$ cat src/rtl/daq_pkg.sv
// Shared definitions for the SPI ADC capture path: transmitter state
// encoding, default clock/baud rates and the host sync header byte.
// Reused by the ADC front end, the UART transmitter and the host parser.
package daq_pkg;

    typedef enum logic [2:0] {
        IDLE  = 3'd0,
        READ  = 3'd1,
        LATCH = 3'd2,
        START = 3'd3,
        DATA  = 3'd4,
        STOP  = 3'd5
    } state_t;

    localparam int unsigned CLK_FREQ_DEF  = 100_000_000;
    localparam int unsigned BAUD_RATE_DEF = 115_200;
    localparam logic [7:0]  HEADER_BYTE   = 8'hA5;

    // Whole clocks per UART bit; any remainder is dropped.
    function automatic int unsigned bit_cycles(input int unsigned freq,
                                               input int unsigned baud);
        return freq / baud;
    endfunction

endpackage

$ cat src/rtl/uart_baud_tick.sv
// Bit-period counter for the UART TX/RX.
// Ports:
//   clk, reset : system clock, async active-high reset
//   clr        : synchronous clear, restarts the bit period
//   tick       : high on the last clock of each BIT_CYCLES-long period
module uart_baud_tick #(
    parameter int unsigned BIT_CYCLES = 868
) (
    input  logic clk,
    input  logic reset,
    input  logic clr,
    output logic tick
);

    localparam int unsigned CW = (BIT_CYCLES > 1) ? $clog2(BIT_CYCLES) : 1;
    localparam logic [CW-1:0] LAST = CW'(BIT_CYCLES - 1);

    logic [CW-1:0] count;

    always_ff @(posedge clk or posedge reset) begin
        if (reset)
            count <= '0;
        else if (clr || tick)
            count <= '0;
        else
            count <= count + 1'b1;
    end

    assign tick = (count == LAST);

endmodule

$ cat src/rtl/fifo_uart_tx.sv
// Drains the ADC byte FIFO and sends each byte as 8N1 (or 8N2) UART.
// With HEADER_EN set, a sync header precedes every lo/hi byte pair.
// Ports:
//   clk, reset  : system clock, async active-high reset
//   fifo_empty  : FIFO empty flag, sampled only while idle
//   fifo_dout   : FIFO read data, valid the cycle after fifo_rd_en
//   fifo_rd_en  : one-cycle read strobe
//   tx          : serial output, idles high
//   busy        : high whenever not idle
//   byte_done   : pulse on the last clock of each frame's final stop bit
module fifo_uart_tx
    import daq_pkg::*;
#(
    parameter int unsigned clk_freq  = CLK_FREQ_DEF,
    parameter int unsigned baud_rate = BAUD_RATE_DEF,
    parameter int unsigned STOP_BITS = 1,
    parameter int unsigned HEADER_EN = 1,
    parameter logic [7:0]  HEADER    = HEADER_BYTE
) (
    input  logic       clk,
    input  logic       reset,
    input  logic       fifo_empty,
    input  logic [7:0] fifo_dout,
    output logic       fifo_rd_en,
    output logic       tx,
    output logic       busy,
    output logic       byte_done
);

    localparam int unsigned BIT_CYCLES = bit_cycles(clk_freq, baud_rate);
    localparam logic [2:0]  STOP_LAST  = 3'(STOP_BITS - 1);

    state_t     state, state_nxt;
    logic [7:0] shreg, shreg_nxt;
    logic [2:0] bit_cnt, bit_nxt;
    logic       pair, pair_nxt;
    // Header already sent for the pair now pending; without it an idle
    // state with pair=0 would keep re-sending the header forever.
    logic       hdr_sent, hdr_nxt;
    logic       tx_nxt;
    logic       tick;
    logic       baud_clr;

    // Restart the bit period on every state change; within DATA/STOP the
    // counter wraps by itself on each tick.
    assign baud_clr = (state_nxt != state);

    uart_baud_tick #(.BIT_CYCLES(BIT_CYCLES)) u_baud (
        .clk   (clk),
        .reset (reset),
        .clr   (baud_clr),
        .tick  (tick)
    );

    always_comb begin
        state_nxt = state;
        shreg_nxt = shreg;
        bit_nxt   = bit_cnt;
        pair_nxt  = pair;
        hdr_nxt   = hdr_sent;
        case (state)
            IDLE: begin
                bit_nxt = '0;
                if (!fifo_empty) begin
                    if (HEADER_EN != 0 && !pair && !hdr_sent) begin
                        shreg_nxt = HEADER;
                        hdr_nxt   = 1'b1;
                        state_nxt = START;
                    end else begin
                        state_nxt = READ;
                    end
                end
            end
            READ:  state_nxt = LATCH;
            LATCH: begin
                shreg_nxt = fifo_dout;
                pair_nxt  = ~pair;
                hdr_nxt   = 1'b0;
                state_nxt = START;
            end
            START: if (tick) state_nxt = DATA;
            DATA: begin
                if (tick) begin
                    shreg_nxt = {1'b0, shreg[7:1]};
                    bit_nxt   = bit_cnt + 3'd1;   // wraps to 0 after bit 7
                    if (bit_cnt == 3'd7) state_nxt = STOP;
                end
            end
            STOP: begin
                if (tick) begin
                    bit_nxt = bit_cnt + 3'd1;
                    if (bit_cnt == STOP_LAST) begin
                        bit_nxt   = '0;
                        state_nxt = IDLE;
                    end
                end
            end
            default: state_nxt = IDLE;
        endcase
    end

    // tx is registered from next-state values so the pin is glitch-free
    // yet still lines up with the state it belongs to.
    always_comb begin
        tx_nxt = 1'b1;
        case (state_nxt)
            START:   tx_nxt = 1'b0;
            DATA:    tx_nxt = shreg_nxt[0];
            default: tx_nxt = 1'b1;
        endcase
    end

    always_ff @(posedge clk or posedge reset) begin
        if (reset) begin
            state    <= IDLE;
            shreg    <= '0;
            bit_cnt  <= '0;
            pair     <= 1'b0;
            hdr_sent <= 1'b0;
            tx       <= 1'b1;
        end else begin
            state    <= state_nxt;
            shreg    <= shreg_nxt;
            bit_cnt  <= bit_nxt;
            pair     <= pair_nxt;
            hdr_sent <= hdr_nxt;
            tx       <= tx_nxt;
        end
    end

    assign fifo_rd_en = (state == READ);
    assign busy       = (state != IDLE);
    assign byte_done  = (state == STOP) && tick && (bit_cnt == STOP_LAST);

endmodule
$ cat config.mk
export PLATFORM = sky130hd
export DESIGN_NAME = fifo_uart_tx
export DESIGN_NICKNAME = d
export VERILOG_FILES = /design/src/rtl/daq_pkg.sv /design/src/rtl/uart_baud_tick.sv /design/src/rtl/fifo_uart_tx.sv
export SDC_FILE = /design/constraint.sdc
export NUM_CORES = 1
export LEC_CHECK = 0
export BUFFER_PORTS_ARGS = -buffer_cell sky130_fd_sc_hd__buf_4
export CAP_MARGIN = 0
export CORE_AREA = 8 8 78 80
export CTS_CLUSTER_SIZE = 14
export DETAILED_ROUTE_END_ITERATION = 16
export DIE_AREA = 0 0 86 88
export GPL_ROUTABILITY_DRIVEN = 1
export SYNTH_ARGS = -nofsm -noshare
export SYNTH_HDL_FRONTEND = slang
export SYNTH_HIERARCHICAL = 1
export SYNTH_SLANG_ARGS = --single-unit
$ cat constraint.sdc
create_clock -name clk -period 4.3 [get_ports clk]
set_input_delay 0.215 -clock clk [delete_from_list [all_inputs] [get_ports clk]]
set_output_delay 0.215 -clock clk [all_outputs]
set_load 0.03 [all_outputs]
Yosys cells after proc, flatten, opt, wreduce, memory -nomap -nowiden
Index checks and enable logic that the tools add are counted.
{"block": "word_totals", "output_inout_bits": 4, "regBits": 27}
{"block": "op_classes", "n_bitwise": 1, "n_eq_ne": 14, "reduce_logical": 15, "add_sub_neg": 2, "n_mux": 21}
{"operator": "$mux W3", "n": 9}
{"operator": "$mux W8", "n": 3}
{"operator": "$pmux W8 S3", "n": 1}
{"operator": "$pmux W3 S6", "n": 1}
{"operator": "$eq A3 B3 Y1 const B", "n": 4}
{"operator": "$add A10 B1 Y10 const B", "n": 1}
{"operator": "$eq A10 B10 Y1 const B", "n": 1}
{"operator": "$mux W10", "n": 1}
{"operator": "$eq A3 B2 Y1 const B", "n": 3}
{"operator": "$pmux W3 S3", "n": 1}
{"operator": "$reduce_bool A3 Y1", "n": 3}
{"operator": "$ne A2 B2 Y1 const B", "n": 4}
{"operator": "$logic_not A3 Y1", "n": 2}
{"operator": "$reduce_and A3 Y1", "n": 2}
{"operator": "$pmux W1 S2", "n": 2}
{"operator": "$reduce_and A4 Y1", "n": 1}
{"operator": "$add A3 B1 Y3 const B", "n": 1}
{"operator": "$eq A3 B1 Y1 const B", "n": 1}
{"operator": "$logic_and A1 B1 Y1", "n": 3}
{"operator": "$ne A3 B3 Y1", "n": 1}
{"operator": "$logic_not A1 Y1", "n": 2}
{"operator": "$mux W1", "n": 2}
{"operator": "$mux W2", "n": 1}
{"operator": "$reduce_bool A2 Y1", "n": 1}
{"operator": "other kinds (2)", "n": 2}

Depth between registers and ports, before layout
{"block": "depth", "ltp_word": 8, "ltp_mapped": 11}

By module
The synthesis kept the hierarchy.
{"mod": "fifo_uart_tx", "area_per_inst_um2": 980.9, "instances": 1, "cells_each": 101}
{"mod": "uart_baud_tick", "area_per_inst_um2": 569.3, "instances": 1, "cells_each": 57}

Worst setup path after synthesis
Ideal clock, no wire load.
{"block": "synth_path", "path_type": "register to output", "start": "register u_baud.count[0]", "end": "output byte_done", "path_buffers": 1, "setup_slack_ns": 1.951, "t_required_ns": 4.085, "path_stages_with_launch": 7, "arrival_time_ns": 2.134, "path_cell_list": "dfrtp_1 -> ha_1 -> nand4bb_4 -> nor4_1 -> buf_6 -> nand4b_1 -> nor3b_1"}
{"block": "synth_via", "elab_chain_len": 3}
{"item": "start, declared", "line": "uart_baud_tick.sv:18", "source": "logic [CW-1:0] count;"}
{"item": "start signal, assigned", "line": "uart_baud_tick.sv:26", "source": "count <= count + 1'b1;"}
{"item": "$eq A10 B10 Y1", "line": "uart_baud_tick.sv:29", "source": "assign tick = (count == LAST);"}
{"item": "net tick", "line": "fifo_uart_tx.sv:41", "source": "logic tick;"}
{"item": "$logic_and A1 B1 Y1 (2 in series)", "line": "fifo_uart_tx.sv:133", "source": "assign byte_done = (state == STOP) && tick && (bit_cnt == STOP_LAST);"}
{"item": "end, declared", "line": "fifo_uart_tx.sv:27", "source": "output logic byte_done"}
The timed path passes the listed nets, and every way through them passes these cells.

Final worst setup path
{"block": "layout_path", "start": "register u_baud.count[0]", "end": "register u_baud.count[9]"}
{"block": "layout_via", "elab_chain_len": 6}
{"item": "$eq A10 B10 Y1 *", "line": "uart_baud_tick.sv:29"}
{"item": "net tick", "line": "fifo_uart_tx.sv:41"}
{"item": "$mux W3 (on tied branches)", "line": "fifo_uart_tx.sv:90, fifo_uart_tx.sv:81, fifo_uart_tx.sv:83"}
{"item": "$pmux W3 S6 *", "line": "fifo_uart_tx.sv:61", "source": "case (state)"}
{"item": "$ne A3 B3 Y1 *", "line": "fifo_uart_tx.sv:46", "source": "assign baud_clr = (state_nxt != state);"}
{"item": "net baud_clr", "line": "fifo_uart_tx.sv:42", "source": "logic baud_clr;"}
{"item": "$logic_or A1 B1 Y1 *", "line": "uart_baud_tick.sv:23", "source": "else if (clr || tick)"}
{"item": "$mux W10 *", "line": "uart_baud_tick.sv:23"}
Mark *: on every way through the listed nets, which the timed path passes. The rest lies on a longest branch.
A chain may end at the register's enable or synchronous reset.

==> results.sh <==
export IMPL_outcome="finished, final reports clean"
export IMPL_max_cap_viol_count=0
export IMPL_post_cts_setup_buffers=0
export IMPL_numPlacedInstances=236
export IMPL_finalCritPeriodShare=0.590
export IMPL_grt_pass1_vias=1086
export IMPL_irDropWorstVdd_mv=0.204
export IMPL_power_density_nw_per_um2=346
export IMPL_dp_slack_ps=1780
export IMPL_grtUsageTotal=0.0797
export IMPL_wl_per_cell_um=12.0
export IMPL_rows=26
export IMPL_viasPerCell=4.73
export IMPL_cp_slowest_cell="dfrtp_1"
export IMPL_min_delay_start="fifo_dout[2]"
export IMPL_timing_final_ws_setup_ps=1760
export IMPL_cts_buffer_depth=2
export IMPL_timing_fmax_mhz=394
export IMPL_worst_setup_path_type="flip-flop to flip-flop"
export IMPL_r2r_cells=11
export IMPL_drc=0
export IMPL_ys_flop_type="dfrtp_1"
export IMPL_clk_latency_ps=270
export IMPL_synth_area_um2=1550
export IMPL_ios=15
export IMPL_setup_worst_path_end="u_baud/count[9]"
export IMPL_drt_pass1_iter_count=4
export IMPL_nets=187
export IMPL_crit_buf_inv=1
export IMPL_slew_violations=0
export IMPL_synthCells=158
export IMPL_cp_end_kind="flip-flop"
export IMPL_postLayoutCellArea_um2=1740
export IMPL_synth_seq_area_share=0.437
export IMPL_cp_max_fo=9
export IMPL_wl_um=2900
export IMPL_synth_edf_count=0
export IMPL_cp_startpoint="u_baud/count[0]"
export IMPL_clk_pin_slew_ps=90
export IMPL_cp_depth=11
export IMPL_gp_congestion=0.781
export IMPL_syn_area_per_cell_um2=9.81
export IMPL_portBuffers=14
export IMPL_area_growth_pct=12.4
export IMPL_cp_slowest_stage_delay_ps=430
export IMPL_vias=1141
export IMPL_cts_sinks=27
export IMPL_diodes=0
export IMPL_min_period_ps=2540
export IMPL_crit_chain="ha_1 -> nand4bb_4 -> nor4_1 -> buf_4 -> nand2_1 -> a21oi_1 -> o22a_1 -> o21ai_1 -> nand4bb_1 -> o32a_1 -> o31ai_1"
export IMPL_r2r_start="u_baud/count[0]"
export IMPL_synth_nets=173
export IMPL_crit_family="compound AO/OA/AOI/OAI gates"
export IMPL_dieArea_um2=7570
export IMPL_reg2reg_slack_ps=1760
export IMPL_final_util=0.355
export IMPL_layout_cells_non_filler=241
export IMPL_synth_warnings=6
export IMPL_cts_root_buf="clkbuf_8"
export IMPL_core_um2=4910
export IMPL_reg2reg_to="u_baud/count[9]"
export IMPL_ant_nets=0
export IMPL_critPathRequiredTime_ps=4480
export IMPL_fin_skew_ps=3.74
export IMPL_start_util=0.316
export IMPL_grt_first_pass_wirelength_um=4970
export IMPL_fin_tns_setup_ps=0
export IMPL_start_kind="flip-flop"
export IMPL_p_leak_nw=0.745
export IMPL_setup_viol=0
export IMPL_grt_max_degree=18
export IMPL_hold_class="input pin to flip-flop"
export IMPL_hold_violations=0
export IMPL_layout_drive_gt1_share=0.152
export IMPL_fill_cells=499
export IMPL_cp_data_arrival_time_ps=2720
export IMPL_holdWs_ps=188
export IMPL_dp_hpwl_um=2090
export IMPL_ys_seq_elements=27
export IMPL_power_total_mw=0.603
export IMPL_placed_area_um2=1690
export IMPL_chipHeight_um=88
export IMPL_ys_types=49
export IMPL_rsz0062_at_grt="no"
export IMPL_cts_buffers=3
export IMPL_cts_tree="done"
export IMPL_drtIter0Drc=54
export IMPL_htreeDepth=1
export IMPL_max_slew_margin=0.551
export IMPL_grt_overflow_total=0
export IMPL_antenna_found_initial=0
export IMPL_tightest_slew_ps=673
export IMPL_async_reset_ff_frac=1.00
export IMPL_fp_dieW_um=86
-- layout by cell type, fill, tap and decap left out, drive strengths merged, types with 5 or more instances in the layout --
cell and n:
o21ai 13, nor2 11, a21oi 10, dfrtp 26, inv 16, nand2 9, a22oi 5, buf 16
or3 5, nand3 8
-- kinds of logic after synthesis --
family,Yosys count,share of synthesized area
AOI/OAI and AO/OA,43,0.195
adders and majority gates,4,0.0323
and+or+nand+nor,55,0.223
DFF,27,0.437
buffers and inverters,24,0.0839
muxes,1,0.00646
xor gates and xnor gates,4,0.0226
-- worst reg2reg max path, cell delays in order, from the launching register on --
cell       delay, ps
dfrtp_1          430
ha_1             300
nand4bb_4        160
nor4_1           250
buf_4            210
nand2_1           90
a21oi_1          180
o22a_1           190
o21ai_1           90
nand4bb_1        210
o32a_1           280
o31ai_1           60
-- flip-flops by register name (all words and copies together), names as in the netlist --
register	cells
hdr_sent	1
tx	1
bit_cnt	3
shreg	8
pair	1
u_baud/count	10
state	3
-- final cells by class --
class | instances | area [µm²] | area share
clock buffers | 4 | 45.0 | 0.0258
inverters | 16 | 60.1 | 0.0345
multi-input cells | 107 | 743 | 0.426
flip-flops and latches | 27 | 677 | 0.388
well taps | 70 | 87.6 | 0.0503
repair buffers | 17 | 130 | 0.0747
-- cells in the mapped netlist, drive strengths merged, types with 2 or more instances --
| cell | number | area share |
|---|---|---|
| nand3 | 8 | 0.026 |
| nand2 | 9 | 0.022 |
| a221oi | 3 | 0.017 |
| nand4bb | 2 | 0.025 |
| inv | 16 | 0.039 |
| a22oi | 5 | 0.024 |
| a21oi | 10 | 0.035 |
| nand4 | 2 | 0.0081 |
| nor4 | 2 | 0.018 |
| dfrtp | 26 | 0.42 |
| nor2b | 2 | 0.0081 |
| ha | 4 | 0.032 |
| nor2 | 11 | 0.027 |
| o32a | 2 | 0.013 |
| xor2 | 3 | 0.017 |
| nor3b | 3 | 0.018 |
| o21ai | 13 | 0.042 |
| nor3 | 3 | 0.0097 |
| or3 | 5 | 0.023 |
| buf | 8 | 0.045 |
-- how the worst min path moves through the flow --
| stage | to | slack, ps | cells after the start |
|---|---|---|---|
| finish | shreg[2] | 190 | 3 |
| global route | shreg[3] | 180 | 3 |
| CTS | shreg[3] | 180 | 3 |
| detailed placement | u_baud/count[3] | 240 | 2 |
| global placement | u_baud/count[3] | 230 | 2 |
| floorplan | u_baud/count[0] | 60 | 1 |
-- where the power goes --
group	internal [mW]	switching, mW	total (mW)
sequential	0.291	0.0605	0.351
clock	0.0664	0.0773	0.144
combinational	0.0561	0.0522	0.108
-- what timing repair did --
action                    CTS  global route
hold endpoints to repair   10             0
hold buffers                1             0
gates resized for setup     0             0
-- metal layers --
metal | global-route usage | vias to the layer above | part of all wire
li1 | - | 587 | -
met1 | 0.104 | 535 | 0.49
met2 | 0.126 | 17 | 0.46
met3 | 0.0253 | 2 | 0.046
met4 | 0.0143 | 0 | 0.0045
met5 | 0 | - | 0
Note: power is estimated with default switching activity, not from simulation.
